`config.mk`:
```
export PLATFORM = sky130hd
export DESIGN_NAME = memory_stage
export DESIGN_NICKNAME = d
export VERILOG_FILES = /design/src/rtl/memory_stage.sv
export SDC_FILE = /design/constraint.sdc
export NUM_CORES = 1
export LEC_CHECK = 0
export CAP_MARGIN = 20
export CORE_ASPECT_RATIO = 0.9
export CORE_UTILIZATION = 23
export DETAILED_ROUTE_END_ITERATION = 10
export PLACE_DENSITY_LB_ADDON = 0.08
export RECOVER_POWER = 25
export SLEW_MARGIN = 20
export SYNTH_ARGS = -nofsm -noshare
export SYNTH_HDL_FRONTEND = slang
export SYNTH_SLANG_ARGS = --single-unit
```
`constraint.sdc`:
```
create_clock -name CLK -period 3.55 [get_ports CLK]
set_clock_uncertainty 0.05 [all_clocks]
set_input_delay 0.355 -clock CLK [delete_from_list [all_inputs] [get_ports CLK]]
set_output_delay 0.355 -clock CLK [all_outputs]
set_load 0.05 [all_outputs]
```
`src/rtl/memory_stage.sv`:
```
// Memory stage: EX/MEM register, data-memory req/ack controller with a wait
// watchdog, and MEM/WB register. Stalls upstream while an access is outstanding.
module memory_stage #(
  parameter int          TIMEOUT    = 16,
  parameter logic [31:0] FAULT_DATA = 32'hDEADBEEF
) (
  input  logic        CLK,
  input  logic        RESET,
  input  logic        RegWriteE,
  input  logic        MemWriteE,
  input  logic        MemtoRegE,
  input  logic [31:0] ALUResultE,
  input  logic [31:0] WriteDataE,
  input  logic [3:0]  WA3E,
  input  logic        MemAck,
  input  logic [31:0] MemRData,
  output logic        MemReq,
  output logic        MemWe,
  output logic [31:0] MemAddr,
  output logic [31:0] MemWData,
  output logic [31:0] ALUResultM,
  output logic        RegWriteM,
  output logic [3:0]  WA3M,
  output logic        StallM,
  output logic        MemFault,
  output logic        RegWriteW,
  output logic        MemtoRegW,
  output logic [31:0] ReadDataW,
  output logic [31:0] ALUOutW,
  output logic [3:0]  WA3W
);

  localparam int CW = $clog2(TIMEOUT) + 1;
  localparam logic [CW-1:0] CNT_LAST = CW'(TIMEOUT - 1);

  typedef enum logic {S_IDLE, S_WAIT} state_t;

  state_t        state_reg, state_next;
  logic [CW-1:0] cnt_reg, cnt_next;

  logic        regwrite_m_reg, memwrite_m_reg, memtoreg_m_reg;
  logic [31:0] alu_m_reg, wdata_m_reg;
  logic [3:0]  wa3_m_reg;

  logic        regwrite_w_reg, memtoreg_w_reg, fault_reg;
  logic [31:0] rdata_w_reg, alu_w_reg;
  logic [3:0]  wa3_w_reg;

  logic pending, timeout_hit, stall;

  assign pending     = memwrite_m_reg | memtoreg_m_reg;
  // An ack in the watchdog's final cycle takes precedence over the timeout.
  assign timeout_hit = (state_reg == S_WAIT) && (cnt_reg == CNT_LAST) && pending && !MemAck;
  assign stall       = pending && !MemAck && !timeout_hit;

  always_comb begin
    state_next = state_reg;
    cnt_next   = cnt_reg;
    case (state_reg)
      S_IDLE: begin
        if (pending && !MemAck) begin
          state_next = S_WAIT;
          cnt_next   = CW'(1);
        end
      end
      S_WAIT: begin
        if (MemAck || timeout_hit) begin
          state_next = S_IDLE;
          cnt_next   = '0;
        end else begin
          cnt_next = cnt_reg + CW'(1);
        end
      end
      default: begin
        state_next = S_IDLE;
        cnt_next   = '0;
      end
    endcase
  end

  always_ff @(posedge CLK) begin
    if (RESET) begin
      state_reg <= S_IDLE;
      cnt_reg   <= '0;
      fault_reg <= 1'b0;
    end else begin
      state_reg <= state_next;
      cnt_reg   <= cnt_next;
      fault_reg <= timeout_hit;
    end
  end

  always_ff @(posedge CLK) begin
    if (RESET) begin
      regwrite_m_reg <= 1'b0;
      memwrite_m_reg <= 1'b0;
      memtoreg_m_reg <= 1'b0;
      alu_m_reg      <= '0;
      wdata_m_reg    <= '0;
      wa3_m_reg      <= '0;
    end else if (!stall) begin
      regwrite_m_reg <= RegWriteE;
      memwrite_m_reg <= MemWriteE;
      memtoreg_m_reg <= MemtoRegE;
      alu_m_reg      <= ALUResultE;
      wdata_m_reg    <= WriteDataE;
      wa3_m_reg      <= WA3E;
    end
  end

  // While stalled, a bubble goes to writeback; data fields keep their values.
  always_ff @(posedge CLK) begin
    if (RESET) begin
      regwrite_w_reg <= 1'b0;
      memtoreg_w_reg <= 1'b0;
      rdata_w_reg    <= '0;
      alu_w_reg      <= '0;
      wa3_w_reg      <= '0;
    end else if (stall) begin
      regwrite_w_reg <= 1'b0;
      memtoreg_w_reg <= 1'b0;
    end else begin
      regwrite_w_reg <= regwrite_m_reg && !memwrite_m_reg && !(memtoreg_m_reg && timeout_hit);
      memtoreg_w_reg <= memtoreg_m_reg;
      alu_w_reg      <= alu_m_reg;
      wa3_w_reg      <= wa3_m_reg;
      if (memtoreg_m_reg && MemAck)
        rdata_w_reg <= MemRData;
      else if (memtoreg_m_reg && timeout_hit)
        rdata_w_reg <= FAULT_DATA;
    end
  end

  assign MemReq     = pending;
  assign MemWe      = memwrite_m_reg;
  assign MemAddr    = alu_m_reg;
  assign MemWData   = wdata_m_reg;
  assign ALUResultM = alu_m_reg;
  assign RegWriteM  = regwrite_m_reg;
  assign WA3M       = wa3_m_reg;
  assign StallM     = stall;
  assign MemFault   = fault_reg;
  assign RegWriteW  = regwrite_w_reg;
  assign MemtoRegW  = memtoreg_w_reg;
  assign ReadDataW  = rdata_w_reg;
  assign ALUOutW    = alu_w_reg;
  assign WA3W       = wa3_w_reg;

endmodule

```
==> results of run 1 <==
-- power by group through the flow --
| stage | combinational, uW | sequential [uW] | clock [uW] |
|---|---|---|---|
| 5_1_grt | 1100 | 1860 | 2120 |
| 4_1_cts | 1070 | 1850 | 2050 |
| 3_5_place_dp | 1070 | 1880 | 0 |
| 3_3_place_gp | 1070 | 1880 | 0 |
| 2_1_floorplan | 349 | 2200 | 0 |
| 6_report | 1050 | 1840 | 1990 |
-- cells by family after synthesis --
logic type | count (synthesis)
adders and majority gates | 2
and+or+nand+nor | 142
DFF | 148
buffers and inverters | 107
AOI/OAI and AO/OA | 267
-- layer usage --
metal	up-vias	routed length, um
li1	2779	-
met2	212	9880
met4	2	274
met1	2760	8930
met5	-	13
met3	17	1900
-- synthesized netlist by cell type, drive strengths merged --
library cell  number  area share (%)
dfxtp            148              51
a21oi            121              11
o21ai            116             9.9
nand3            114             9.8
buf               63             7.7
clkbuf            39             2.6
o221a             24             4.6
nand2             11            0.71
inv                5            0.32
nor2               3            0.24
nor3               3            0.34
a31oi              2            0.21
and2               2            0.21
ha                 2            0.43
nand4b             2            0.30
o21a               2            0.26
and2b              1            0.13
and3               1            0.11
nand3b             1            0.13
nand4              1            0.11
o21ba              1            0.17
o21bai             1            0.19
or2                1            0.11
or3                1            0.11
or4b               1            0.17
-- final timing paths --
kind,end,start,cells after the start
max reg2reg,ReadDataW[2]$_SDFFE_PP0P_,cnt_reg[0]$_SDFFE_PP0P_,7
max,StallM,cnt_reg[0]$_SDFFE_PP0P_,6
min,ALUResultM[24]$_SDFFE_PP0N_,RESET,2
min reg2reg,ALUOutW[21]$_SDFFE_PP0N_,ALUOutW[21]$_SDFFE_PP0N_,2
-- worst max-delay path: cells and delay by family, from the launching register on --
family | cells | cell delay (ns)
simple gates | 3 | 0.85
fa+ha+maj | 2 | 0.56
flops | 1 | 0.38
buf+inv | 1 | 0.26
-- per-stage QoR --
step	area, um^2	power, uW	instances	setup WS, ns
3_5_place_dp	8570	2950	1186	0.937
3_3_place_gp	8560	2950	1186	1.18
2_1_floorplan	5850	2550	666	0.898
5_1_grt	9220	5080	1219	0.515
6_report	9220	4890	1219	0.675
4_1_cts	9220	4970	1218	0.575
-- area by class of cell --
| type | count | area (um^2) |
|---|---|---|
| Inverter | 5 | 18.8 |
| Timing Repair Buffer | 287 | 2880 |
| Multi-Input combinational cell | 411 | 2290 |
| Clock buffer | 20 | 447 |
| Fill cell | 2508 | 15400 |
| Sequential cell | 148 | 2960 |
| Clock inverter | 12 | 203 |
| Tap cell | 336 | 420 |
==> run_results.csv, run 1 <==
group,metric,value,unit
drt,wl,21.0,mm
placed_design,placement.io_buffers,280,
worst_setup_path,path_cells,"ha_1 > and3_1 > ha_1 > and2_4 > nor2_1 > buf_4",
global_routing,use_met3,6.06,%
timing,whs,0.362,ns
global_routing,busiest_layer,"met2",
status,status,"finished clean",
pwr,netSwitchingFraction,30.3,%
yosys,yosys.area_share.simple,12.4,%
pwr,switchingPower,1480,uW
timing,period_minus_slack,2.87,ns
cts,cts-root-buf,"clkbuf_16",
timing,relSlewSlack,43.1,%
die,ios,281,
worst_setup_path,critPathLaunchType,"flip-flop",
global_routing,grt_usage,16.1,%
drt,wl_per_cell,17.2,um
global_routing,grt_use_met2,26.5,%
worst_setup_path,worst_path_max_delay_cell,"and2_4",
cts,cts_hold_buf,0,
worst_setup_path,r2r_setup_slack,1.02,ns
pwr,p_leak,0.00333,uW
yosys,synth_compound_gate_area_share,25.9,%
worst_setup_path,critPathKind,"reg -> out",
timing,max_freq,348,MHz
cts,cts_made_buffers,17,
global_routing,grt_overflow,0,
die,dieArea,26100,um^2
die,die_x,170,um
pwr,p_int,3410,uW
min_path,min_path_type,"in -> reg",
yosys,syn_nets,774,
finish,final_nets,978,
finish,synthToLayoutAreaGrowth,57.6,%
cts,clk_pin_slew,0.06,ns
die,start_util,23.8,%
cts,htreeDepth,4,
drt,ant_nets,0,
cts,post_cts_buffers,0,
timing,finalCritPeriodShare,81.0,%
yosys,synth_top_family_by_area,"compound AO/OA/AOI/OAI gates",
global_routing,grt_max_degree,109,
timing,hold_violations,0,
drt,dr.pass1.iters,5,
worst_setup_path,cpMostUsedCell,"ha_1",
finish,antenna_cells,0,
yosys,synth_mux_area_share,0,%
die,fp-row-count,54,
cts,clockBufferDepth,2,
timing,worstMarginPinSlew,0.851,ns
die,die_h,153,um
pwr,clkPwrFrac,40.8,%
yosys,synth-xor-area-share,0,%
cts,cts_tree,"yes",
yosys,ys_seq_area_share,50.6,%
worst_setup_path,cp_max_fo,43,
worst_setup_path,cp_data_required_time,3.14,ns
timing,slew_viol_final,0,
cts,clock-sinks,148,
yosys,synth_warnings,0,
global_routing,grt_pass1_wl,32.9,mm
drt,vias_per_cell,4.73,
pwr,irDropWorstVdd,0.000282,V
timing,setup_violations,0,
drt,num_vias,5770,
finish,mostFrequentLayoutCell,"clkdlybuf4s50_1",
worst_setup_path,critical_path_arrival,2.47,ns
run,maxCapViolCount,0,
finish,final_cell_mix,"208 x clkdlybuf4s50_1, 148 x dfxtp_1, 121 x a21oi_1",
finish,fin_util,37.5,%
pwr,power.density,530,nW/um^2
timing,rsz0062_at_grt,"false",
yosys,syn_inst,666,
yosys,synth_area,5850,um^2
worst_setup_path,end_kind,"primary output",
placed_design,place.gp.congestion,0.729,
drt,drc,0,
pwr,p_comb_share,21.5,%
global_routing,antenna_found_initial,1,
yosys,synthAdderAreaFrac,0.428,%
global_routing,groute.layer.met1.usage,19.2,%
finish,drive_gt1_share,7.93,%
die,core,24600,um^2
yosys,ys_types,32,
drt,drt-initial-drc-count,370,
timing,setup_tns,0,ns
pwr,p_seq_share,37.7,%
yosys,syn_area_per_cell,8.78,um^2
yosys,synth-seq-cells,148,
global_routing,grt_pass1_vias,5760,
worst_setup_path,crit_path_max_incr_delay,0.50,ns
cts,clock_latency,0.41,ns
placed_design,dpl.hpwl,13.9,mm
cts,cts_resized,0,
Power figures use the tool's default switching activity.
==> run 2: changes to the inputs <==
==> constraint.sdc (replaced) <==
create_clock -name CLK -period 2.8 [get_ports CLK]
set_clock_uncertainty 0.05 [all_clocks]
set_input_delay 0.28 -clock CLK [delete_from_list [all_inputs] [get_ports CLK]]
set_output_delay 0.28 -clock CLK [all_outputs]
set_load 0.05 [all_outputs]
==> run 2 against run 1 <==
Via count rose by 0.76%; first-iteration DRC count is 15% higher; hold slack improved by 0.0099 ns; clock power is 17% higher; register-to-register slack worse by 0.80 ns; flip-flop and latch count unchanged; total power increased by 23%; largest cell class unchanged.
==> run_results.csv, run 2 (same netlist as run 1, synthesis figures left out) <==
group,metric,value,unit
pwr,p_comb_share,22.2,%
min_path,min_path_type,"in -> reg",
pwr,clkPwrFrac,38.8,%
die,ios,281,
cts,clockBufferDepth,2,
pwr,p_leak,0.00334,uW
global_routing,grt_pass1_vias,5556,
pwr,p_int,4090,uW
die,dieArea,26100,um^2
worst_setup_path,cp_max_fo,21,
status,status,"finished clean",
finish,antenna_cells,0,
global_routing,grt_max_degree,124,
pwr,p_seq_share,38.9,%
finish,final_cell_mix,"208 x clkdlybuf4s50_1, 148 x dfxtp_1, 121 x a21oi_1",
placed_design,place.gp.congestion,0.813,
worst_setup_path,end_kind,"primary output",
drt,ant_nets,0,
die,die_x,170,um
global_routing,antenna_found_initial,0,
drt,num_vias,5814,
worst_setup_path,cp_data_required_time,2.47,ns
global_routing,grt_usage,15.7,%
pwr,power.density,651,nW/um^2
cts,htreeDepth,4,
timing,setup_violations,0,
worst_setup_path,crit_start,"cnt_reg[0]$_SDFFE_PP0P_",
drt,dr.pass1.iters,5,
worst_setup_path,rr_endpoint,"ReadDataW[10]$_SDFFE_PP0P_",
cts,cts_made_buffers,17,
finish,drive_gt1_share,8.57,%
timing,worstMarginPinSlew,0.987,ns
pwr,switchingPower,1920,uW
placed_design,dpl.hpwl,14.0,mm
worst_setup_path,ff2ff_path_depth,6,
die,start_util,23.8,%
worst_setup_path,worst_path_max_delay_cell,"dfxtp_1",
timing,hold_violations,0,
die,die_h,153,um
timing,relSlewSlack,34.1,%
cts,cts_hold_buf,0,
drt,wl_per_cell,17.4,um
timing,finalCritPeriodShare,92.0,%
timing,slew_viol_final,0,
placed_design,dp_slack,0.370,ns
placed_design,placement.io_buffers,280,
global_routing,grt_pass1_wl,31.9,mm
worst_setup_path,worstReg2RegStart,"cnt_reg[0]$_SDFFE_PP0P_",
cts,clk_pin_slew,0.06,ns
pwr,netSwitchingFraction,31.9,%
die,fp-row-count,54,
worst_setup_path,critPathCapture,"StallM",
finish,fin_util,37.5,%
cts,cts_tree,"yes",
worst_setup_path,path_cells,"ha_1 > and3_1 > ha_2 > and2_4 > nor2_1 > buf_4",
cts,clock-sinks,148,
drt,vias_per_cell,4.75,
pwr,irDropWorstVdd,0.000347,V
timing,max_freq,388,MHz
finish,synthToLayoutAreaGrowth,57.7,%
worst_setup_path,r2r_setup_slack,0.22,ns
worst_setup_path,critPathKind,"reg -> out",
timing,setup_slack,0.225,ns
finish,final_nets,982,
die,core,24600,um^2
cts,cts-root-buf,"clkbuf_16",
drt,wl,21.2,mm
worst_setup_path,critPathLaunchType,"flip-flop",
timing,period_minus_slack,2.58,ns
global_routing,grt_overflow,0,
worst_setup_path,critical_path_arrival,2.25,ns
timing,setup_tns,0,ns
worst_setup_path,crit_path_max_incr_delay,0.38,ns
timing,rsz0062_at_grt,"false",
drt,drt-initial-drc-count,424,
finish,mostFrequentLayoutCell,"clkdlybuf4s50_1",
cts,clock_latency,0.41,ns
run,maxCapViolCount,0,
drt,drc,0,
==> run 2: changes by cell type in the layout (fill, tap and decap cells not counted), sizes merged <==
cell / change
and2: +1
inv: +4
clkinvlp: +3
clkinv: -4
buf: +3
bufinv: -3
==> run 2: power groups by stage <==
| stage | logic [uW] | registers [uW] | clock network (uW) |
|---|---|---|---|
| 2_1_floorplan | 443 | 2790 | 0 |
| 3_3_place_gp | 1360 | 2380 | 0 |
| 3_5_place_dp | 1360 | 2390 | 0 |
| 4_1_cts | 1370 | 2340 | 2410 |
| 6_report | 1340 | 2340 | 2330 |
| 5_1_grt | 1400 | 2360 | 2510 |
==> run 2: area by class of cell <==
class	count	area (um^2)
clock buffer	20	457
multi-input combinational	412	2290
fill	2485	15400
clock inverter	12	145
tap	336	420
sequential	148	2960
inverter	5	18.8
timing repair buffer	290	2940
==> run 2: worst min path at each step <==
stage                         startpoint                    endpoint  slack [ns]  cells past startpoint
6_report                     MemRData[4]   ReadDataW[4]$_SDFFE_PP0P_        0.37                      3
5_1_grt                      MemRData[8]   ReadDataW[8]$_SDFFE_PP0P_        0.37                      3
4_1_cts                      MemRData[8]   ReadDataW[8]$_SDFFE_PP0P_        0.35                      3
3_5_place_dp      RegWriteM$_SDFFE_PP0N_        RegWriteW$_SDFF_PP0_        0.40                      2
3_3_place_gp   MemWData[12]$_SDFFE_PP0N_   MemWData[12]$_SDFFE_PP0N_        0.40                      2
2_1_floorplan               MemRData[14]  ReadDataW[14]$_SDFFE_PP0P_        0.37                      2
==> run 2: metrics by stage <==
stage	instance area, um^2	hold WS [ns]	power [uW]	std cells
2_1_floorplan	5850	0.366	3240	666
3_3_place_gp	8630	0.401	3740	1190
3_5_place_dp	8630	0.401	3750	1190
4_1_cts	9230	0.347	6120	1222
5_1_grt	9230	0.368	6270	1223
6_report	9230	0.372	6010	1223
==> run 2: repair_timing <==
item,4_1_cts,5_1_grt
gates resized for setup,0,1
endpoints found under the setup margin,0,1
setup buffers,0,0
==> run 2: critical path: cells and delay by family, from the launching register on <==
family | cells | cell delay, ns
and+or+nand+nor | 3 | 0.69
buffers and inverters | 1 | 0.26
DFF | 1 | 0.38
adders and majority gates | 2 | 0.51
==> run 2: layer usage <==
metal	track usage, %	vias up	share of wire (%)	wire [um]
li1	-	2790	-	-
met1	19.2	2796	43	9090
met3	6.06	14	9.0	1900
met4	4.46	0	0.99	210
met2	25.6	214	47	10000
met5	0	-	0	0
